### src/rtl/src_bf16_framer_if.sv
// Valid/ready word stream carrying one 32-bit word plus an end-of-frame marker.
// The producer takes the master modport, the consumer takes the slave modport.
interface src_bf16_framer_if;
  logic        valid;
  logic [31:0] data;
  logic        last;
  logic        ready;

  modport master (output valid, output data, output last, input ready);
  modport slave  (input valid, input data, input last, output ready);
endinterface

### src/rtl/src_bf16_framer.sv
// Host fp32 stream to accelerator source stream: bf16 rounding, last regenerated
// from the frame length, and a fully registered 2-entry skid buffer between the sides.
module src_bf16_framer #(
  parameter int CW  = 12,
  parameter int FCW = 16
) (
  input  logic                 clk,
  input  logic                 reset,
  input  logic                 en,
  input  logic [CW-1:0]        len,
  input  logic                 rnd,
  src_bf16_framer_if.slave     s,
  src_bf16_framer_if.master    m,
  output logic [FCW-1:0]       frames,
  output logic                 err,
  output logic                 busy
);

  logic            r_sReady;
  logic            r_mValid;
  logic [15:0]     r_mBf;
  logic            r_mLast;
  logic            r_skidValid;
  logic [15:0]     r_skidBf;
  logic            r_skidLast;
  logic [CW-1:0]   r_idx;
  logic [CW-1:0]   r_lenQ;
  logic [FCW-1:0]  r_frames;
  logic            r_err;
  logic            r_enD;

  logic            w_expMax;
  logic            w_manNz;
  logic            w_roundUp;
  logic [15:0]     w_bf16;
  logic [CW-1:0]   w_lenEff;
  logic            w_last;
  logic            w_accept;
  logic            w_pop;
  logic            w_outFree;
  logic [1:0]      w_occ;
  logic [1:0]      w_occNext;

  // Round-to-nearest-even on the discarded low half; NaN keeps its payload with the quiet bit set.
  always_comb begin
    w_expMax  = (s.data[30:23] == 8'hFF);
    w_manNz   = |s.data[22:0];
    w_roundUp = (s.data[15:0] > 16'h8000) ||
                ((s.data[15:0] == 16'h8000) && s.data[16]);
    w_bf16    = s.data[31:16];
    if (w_expMax && w_manNz) begin
      w_bf16 = {s.data[31:23], 1'b1, s.data[21:16]};
    end else if (!w_expMax && rnd && w_roundUp) begin
      w_bf16 = s.data[31:16] + 16'd1;
    end
  end

  always_comb begin
    w_accept  = s.valid & r_sReady;
    w_pop     = r_mValid & m.ready;
    w_outFree = ~r_mValid | m.ready;
    w_lenEff  = (r_idx == '0) ? len : r_lenQ;
    w_last    = (r_idx == w_lenEff);
    w_occ     = {1'b0, r_mValid} + {1'b0, r_skidValid};
    w_occNext = w_occ + {1'b0, w_accept} - {1'b0, w_pop};
  end

  always_ff @(posedge clk) begin
    if (reset) begin
      r_sReady    <= 1'b0;
      r_mValid    <= 1'b0;
      r_mBf       <= '0;
      r_mLast     <= 1'b0;
      r_skidValid <= 1'b0;
      r_skidBf    <= '0;
      r_skidLast  <= 1'b0;
      r_idx       <= '0;
      r_lenQ      <= '0;
      r_frames    <= '0;
      r_err       <= 1'b0;
      r_enD       <= 1'b0;
    end else if (!en) begin
      r_sReady    <= 1'b0;
      r_mValid    <= 1'b0;
      r_skidValid <= 1'b0;
      r_idx       <= '0;
      r_enD       <= 1'b0;
    end else begin
      r_enD    <= 1'b1;
      r_sReady <= (w_occNext < 2'd2);

      // The output register refills from the skid entry first so word order is preserved.
      if (w_outFree) begin
        if (r_skidValid) begin
          r_mValid    <= 1'b1;
          r_mBf       <= r_skidBf;
          r_mLast     <= r_skidLast;
          r_skidValid <= w_accept;
        end else begin
          r_mValid <= w_accept;
          if (w_accept) begin
            r_mBf   <= w_bf16;
            r_mLast <= w_last;
          end
        end
      end else if (w_accept) begin
        r_skidValid <= 1'b1;
      end

      if (w_accept) begin
        r_skidBf   <= w_bf16;
        r_skidLast <= w_last;
        if (r_idx == '0) begin
          r_lenQ <= len;
        end
        r_idx <= w_last ? '0 : r_idx + CW'(1);
      end

      if (w_accept && (s.last != w_last)) begin
        r_err <= 1'b1;
      end else if (!r_enD) begin
        r_err <= 1'b0;
      end

      if (w_pop && r_mLast) begin
        r_frames <= r_frames + FCW'(1);
      end
    end
  end

  assign s.ready = r_sReady;
  assign m.valid = r_mValid;
  assign m.data  = {r_mBf, 16'h0000};
  assign m.last  = r_mLast;
  assign frames  = r_frames;
  assign err     = r_err;
  assign busy    = r_mValid | r_skidValid | (r_idx != '0);

endmodule

### src/flat_wrapper.sv
// flat-port wrapper written by rule: the top's interface ports become plain ports
module src_bf16_framer_flat 
#(
  parameter int CW  = 12,
  parameter int FCW = 16
)
  (clk, reset, en, len, rnd, frames, err, busy, s_valid, s_data, s_last, s_ready, m_valid, m_data, m_last, m_ready);
  src_bf16_framer_if s_i ();
  src_bf16_framer_if m_i ();
  input  logic clk;
  input  logic reset;
  input  logic en;
  input  logic [CW-1:0] len;
  input  logic rnd;
  output logic [FCW-1:0] frames;
  output logic err;
  output logic busy;
  input wire logic [$bits(s_i.valid)-1:0] s_valid;
  input wire logic [$bits(s_i.data)-1:0] s_data;
  input wire logic [$bits(s_i.last)-1:0] s_last;
  output wire logic [$bits(s_i.ready)-1:0] s_ready;
  output wire logic [$bits(m_i.valid)-1:0] m_valid;
  output wire logic [$bits(m_i.data)-1:0] m_data;
  output wire logic [$bits(m_i.last)-1:0] m_last;
  input wire logic [$bits(m_i.ready)-1:0] m_ready;
  assign s_i.valid = s_valid;
  assign s_i.data = s_data;
  assign s_i.last = s_last;
  assign s_ready = s_i.ready;
  assign m_valid = m_i.valid;
  assign m_data = m_i.data;
  assign m_last = m_i.last;
  assign m_i.ready = m_ready;
  src_bf16_framer #(.CW(CW), .FCW(FCW)) u_core (.clk(clk), .reset(reset), .en(en), .len(len), .rnd(rnd), .s(s_i), .m(m_i), .frames(frames), .err(err), .busy(busy));
endmodule
### config.mk
export PLATFORM = sky130hd
export DESIGN_NAME = src_bf16_framer_flat
export DESIGN_NICKNAME = d
export VERILOG_FILES = /design/src/rtl/src_bf16_framer_if.sv /design/src/rtl/src_bf16_framer.sv /design/src/flat_wrapper.sv
export SDC_FILE = /design/constraint.sdc
export NUM_CORES = 1
export LEC_CHECK = 0
export CAP_MARGIN = 20
export CORE_ASPECT_RATIO = 0.8
export CORE_MARGIN = 10
export CORE_UTILIZATION = 49
export CTS_CLUSTER_DIAMETER = 120
export DETAILED_ROUTE_END_ITERATION = 16
export PLACE_DENSITY = 0.82
export RECOVER_POWER = 100
export SLEW_MARGIN = 20
export SYNTH_ARGS = -nofsm -noshare
export SYNTH_HDL_FRONTEND = slang
export SYNTH_SLANG_ARGS = --single-unit
### constraint.sdc
create_clock -name clk -period 3.3 [get_ports clk]
set_input_delay 0.495 -clock clk [delete_from_list [all_inputs] [get_ports clk]]
set_output_delay 0.495 -clock clk [all_outputs]
set_load 0.05 [all_outputs]
# Word level (Yosys, flattened, before mapping)
# Cells that the tools add are included.
[word_totals]
ff_bits = 79
inputBits = 51
word_cells = 65
[op_classes]
add_sub_neg = 6
n_lt_le_gt_ge = 2
n_eq_ne = 5
muxes = 15
bitwise_logic = 7
n_reduce_logical = 18
[ops]
columns = ["cell", "count"]
rows = [
  ["$mux W16", 4],
  ["$add A16 B1 Y16 const B", 2],
  ["$mux W12", 2],
  ["$reduce_or A23 Y1", 1],
  ["$eq A16 B16 Y1 const B", 1],
  ["$gt A16 B16 Y1 const B", 1],
  ["$add A12 B1 Y12 const B", 1],
  ["$eq A12 B12 Y1", 1],
  ["$logic_not A12 Y1", 1],
  ["$reduce_bool A12 Y1", 1],
  ["$mux W1", 9],
  ["$eq A8 B8 Y1 const B", 1],
  ["$logic_and A1 B1 Y1", 6],
  ["$reduce_and A2 Y1", 3],
  ["$reduce_bool A2 Y1", 2],
  ["$or A1 B1 Y1", 3],
  ["$reduce_and A3 Y1", 1],
  ["$add A1 B1 Y2", 1],
  ["$add A2 B1 Y2", 1],
  ["$and A1 B1 Y1", 2],
  ["$lt A2 B2 Y1 const B", 1],
  ["$ne A2 B2 Y1 const B", 1],
  ["$not A1 Y1", 2],
  ["$reduce_or A2 Y1", 1],
  ["other kinds (4)", 4],
]

# Depth between registers and ports, before layout
[depth]
depth_word = 8
mapped_depth = 10

# Worst setup path before layout
# OpenSTA, ideal clock, no wires.
[synth_timing]
kind = "register -> register"
startpoint = "register u_core.r_idx[0]"
endpoint = "register u_core.r_idx[6]"
setup_time_ps = 126
arrival_time_ps = 2783
required_time_ps = 3174
setup_slack_ps = 391
path_stages_with_launch = 11
cell_sequence = "dfxtp_1 > inv_1 > ha_1 > nor4b_1 > nand3_1 > mux2i_1 > or4_1 > or4_1 > buf_4 > o21ai_4 > nor3_1"
[synth_between]
elab_chain_cells = 4
elab_cells_between_ends = 5
classes_between = "add/sub (1); eq/ne (1); mux (2); reduce/logical (1)"
[synth_rtl]
columns = ["item", "line_no", "source"]
rows = [
  ["start: declaration", "src_bf16_framer.sv:26", "logic [CW-1:0] r_idx;"],
  ["start signal: assignment", "src_bf16_framer.sv:116", "r_idx <= w_last ? '0 : r_idx + CW'(1);"],
  ["parallel branches: the longest is 3 deep, another holds $add A12 B1 Y12", "n/a", ""],
  ["$mux W12 *", "src_bf16_framer.sv:116", ""],
]
# Mark *: on every way between the ends.
# A chain may end at the register's enable or synchronous reset.

# Final worst setup path
[layout_timing]
startpoint = "register u_core.r_idx[0]"
endpoint = "output busy"
[layout_between]
elab_chain_cells = 2
[layout_rtl]
columns = ["item", "line_no", "source"]
rows = [
  ["$reduce_bool A12 Y1", "src_bf16_framer.sv:137", "assign busy = r_mValid | r_skidValid | (r_idx != '0);"],
  ["$or A1 B1 Y1", "src_bf16_framer.sv:137", ""],
  ["end: declaration", "flat_wrapper.sv:17", "output logic busy;"],
]
# No other way between the ends.

==> results.toml <==
[status]
outcome = "finished, final reports clean"

[drt]
num_vias = 3747
dr.pass1.iters = 5
drcViolationCount = 0
wl_per_cell_um = 15.1
drt_iter0_drc = 358
routed_wl_um = 10600
via_per_inst = 5.35
antenna_left = 0

[place]
io_buffer_count = 87
gp_congestion = 0.893
dp_worst_setup_slack_ns = 0.147
dp_cells = 684
hpwl_um = 8160

[synth]
seq_area_frac_synth_pct = 38.9
syn_inst = 509
yosys.area.top_type_share_pct = 38.9
yosys-top-cells-area = "dfxtp_1, nor2_1, nand2_1"
ys_seq_elements = 79
avgSynthCellArea_um2 = 7.98
yosysWarnings = 0
netlist_area_um2 = 4060
synth_top_cell_by_area = "dfxtp_1"
ys_types = 47

[pwr]
cellPowerDensity_nw_per_um2 = 397
swShare_pct = 24.8
power_mw = 2.04
power_frac_comb_pct = 12.3
p_leak_nw = 1.97
ir_worst_vdd_v = 0.000240
internal-power_mw = 1.53
p_sw_mw = 0.506
p_clk_share_pct = 39.7
pwr-share-seq_pct = 48.0

[timing]
rsz0062_at_grt = "no"
fin_ws_ns = 0.206
finalHoldViolCount = 0
period_share_pct = 93.8
max_freq_mhz = 323
tns_ns = 0
setup_viol = 0
min_period_ns = 3.09
slew_headroom_pct = 27.7
worst_slew_pin_slew_ns = 1.08
skew_ns = 0.0108
slew_violations = 0

[setup_path]
startpoint_type = "register"
cp_slowest_stage_delay_ns = 0.43
cp_max_fo = 8
crit_chain = "inv_1 > ha_1 > nor4b_1 > nand3_1 > buf_4 > or3_1 > dlygate4sd2_1"
endpoint_kind = "output pin"
cp.arrival_ns = 2.60
critPathSlowestCell = "nor4b_1"
critPathKind = "reg2out"
critPathRequiredTime_ns = 2.80

[clock_network]
clk_latency_ns = 0.35
cts_sinks = 79
hold_buffers = 0
cts-buffers-inserted = 9
clk_pin_slew_worst_paths_ns = 0.08
cts_setup_buffers = 0
cts_max_path_buffers = 2
cts_root_buf = "clkbuf_8"
cts_tree = "built"
htreeDepth = 3

[floorplanning]
dieArea_um2 = 12400
initial_core_util_pct = 50.7
ios = 104
num_rows = 29
die_x_um = 122
coreArea_um2 = 8020
die_h_um = 101

[global_route]
gr-total-overflow = 0
grt_usage_pct = 16.8
antenna_found_initial = 0
grt_pass1_wl_um = 17200
grt_pass1_vias = 3598
grt_max_degree = 49

[final_layout]
drive_gt1_share_pct = 4.73
fin_cells = 700
final_util_pct = 64.1
antenna_cells = 0
fillers = 698
layout.nets = 645
syn_to_final_growth_pct = 26.6

[min_path]
min_path_type = "reg2reg"

[run]
maxCapViolCount = 0
==> worst paths after layout <==
path	from	end	slack [ns]	cells after the start
setup / recovery	u_core.r_idx[0]$_SDFFE_PP0P_	busy	0.21	7
hold / removal	u_core.r_mBf[7]$_SDFFE_PP0P_	u_core.r_mBf[7]$_SDFFE_PP0P_	0.45	2
setup reg to reg	u_core.r_idx[0]$_SDFFE_PP0P_	u_core.r_idx[6]$_SDFFE_PP0P_	0.24	9
hold reg to reg	u_core.r_mBf[7]$_SDFFE_PP0P_	u_core.r_mBf[7]$_SDFFE_PP0P_	0.45	2
==> cells in the mapped netlist (all sizes together) <==
library cell  number
nor4b              2
nor3              14
and2               5
o22ai              3
or3b               1
o2111ai            3
a222oi             1
and4               2
a31oi              4
a21oi             29
nand2b            13
nand3             17
inv               20
nand2             64
a211oi            13
xor2              24
a31o               1
dfxtp             79
a22oi              2
or4                3
o21ba              1
nand3b             2
nor2              69
o21ai             12
nor2b              3
o2111a             1
o211ai             8
conb               1
clkbuf            22
xnor2             18
ha                 7
o221a              1
nand4             14
buf               20
or2                1
or4b               1
or3                5
and3               7
mux2i              7
nor4               5
a22o               3
o311a              1
==> timing repair <==
action                     in CTS  in global routing
gates cloned                    0                  0
gates resized for setup         1                  1
setup endpoints to repair       1                  9
pin swaps                       0                  0
==> critical path: cells and delay by family, from the launching register on <==
kind / cells / cell delay, ns
flops: 1 / 0.37
fa+ha+maj: 1 / 0.19
buf+inv: 3 / 0.77
simple gates: 3 / 0.92
==> cell type report <==
| class | count | area [µm²] | share of cell area, % |
|---|---|---|---|
| clock inverter | 3 | 65.1 | 1.26 |
| multi-input combinational | 383 | 2220 | 43.1 |
| inverter | 20 | 75.1 | 1.46 |
| sequential | 79 | 1580 | 30.7 |
| clock buffer | 13 | 159 | 3.09 |
| timing repair buffer | 94 | 910 | 17.7 |
| tap | 108 | 135 | 2.63 |
==> placed cells by master (no fill, tap or decap), types with 8 or more instances in the layout <==
master / instances
nor3_1: 14
a21oi_1: 29
conb_1: 16
dlygate4sd3_1: 38
o211ai_1: 8
xor2_1: 24
nand2_1: 64
dfxtp_1: 79
a211oi_1: 12
clkbuf_8: 11
o21ai_0: 11
nand2b_1: 13
clkdlybuf4s50_1: 47
nand3_1: 17
xnor2_1: 18
inv_1: 20
nand4_1: 14
nor2_1: 69
==> stage by stage <==
stage,hold WS [ns],cell area (µm²)
final,0.450,5140
after global routing,0.471,5140
after CTS,0.454,5150
after detailed placement,0.445,4930
after global placement,0.440,4930
after floorplan,0.432,4120
==> power groups by stage <==
stage | logic (mW) | clock network, mW | registers [mW]
finish | 0.250 | 0.811 | 0.979
global route | 0.270 | 0.859 | 0.981
CTS | 0.252 | 0.824 | 0.980
detailed placement | 0.251 | 0 | 1.00
global placement | 0.246 | 0 | 1.00
floorplan | 0.139 | 0 | 1.02
==> metal layers <==
layer | wire length [µm] | global-route usage (%)
met5 | 0 | 0
met4 | 68 | 4.39
met3 | 850 | 6.00
met2 | 4900 | 26.5
met1 | 4780 | 21.2
==> registers in the layout, indices dropped and copies added (netlist names) <==
name	cells
u_core.s.ready	1
u_core.r_skidLast	1
u_core.m.last	1
u_core.r_skidBf	16
u_core.err	1
u_core.r_enD	1
u_core.r_mBf	16
u_core.r_lenQ	12
u_core.r_skidValid	1
u_core.frames	16
u_core.r_idx	12
u_core.m.valid	1
==> kinds of logic (layout without fill, tap and decap cells) <==
kind of cell	after synthesis	in the layout	synth area share, %
adders and majority gates	7	7	2.16
xor gates and xnor gates	42	42	9.05
AOI/OAI and AO/OA	83	83	13.6
DFF	79	79	38.9
and+or+nand+nor	228	228	26.7
muxes	7	7	1.72
buffers and inverters	62	130	7.76
other	1	16	0.0923
Note: power is estimated with default switching activity, not from simulation.
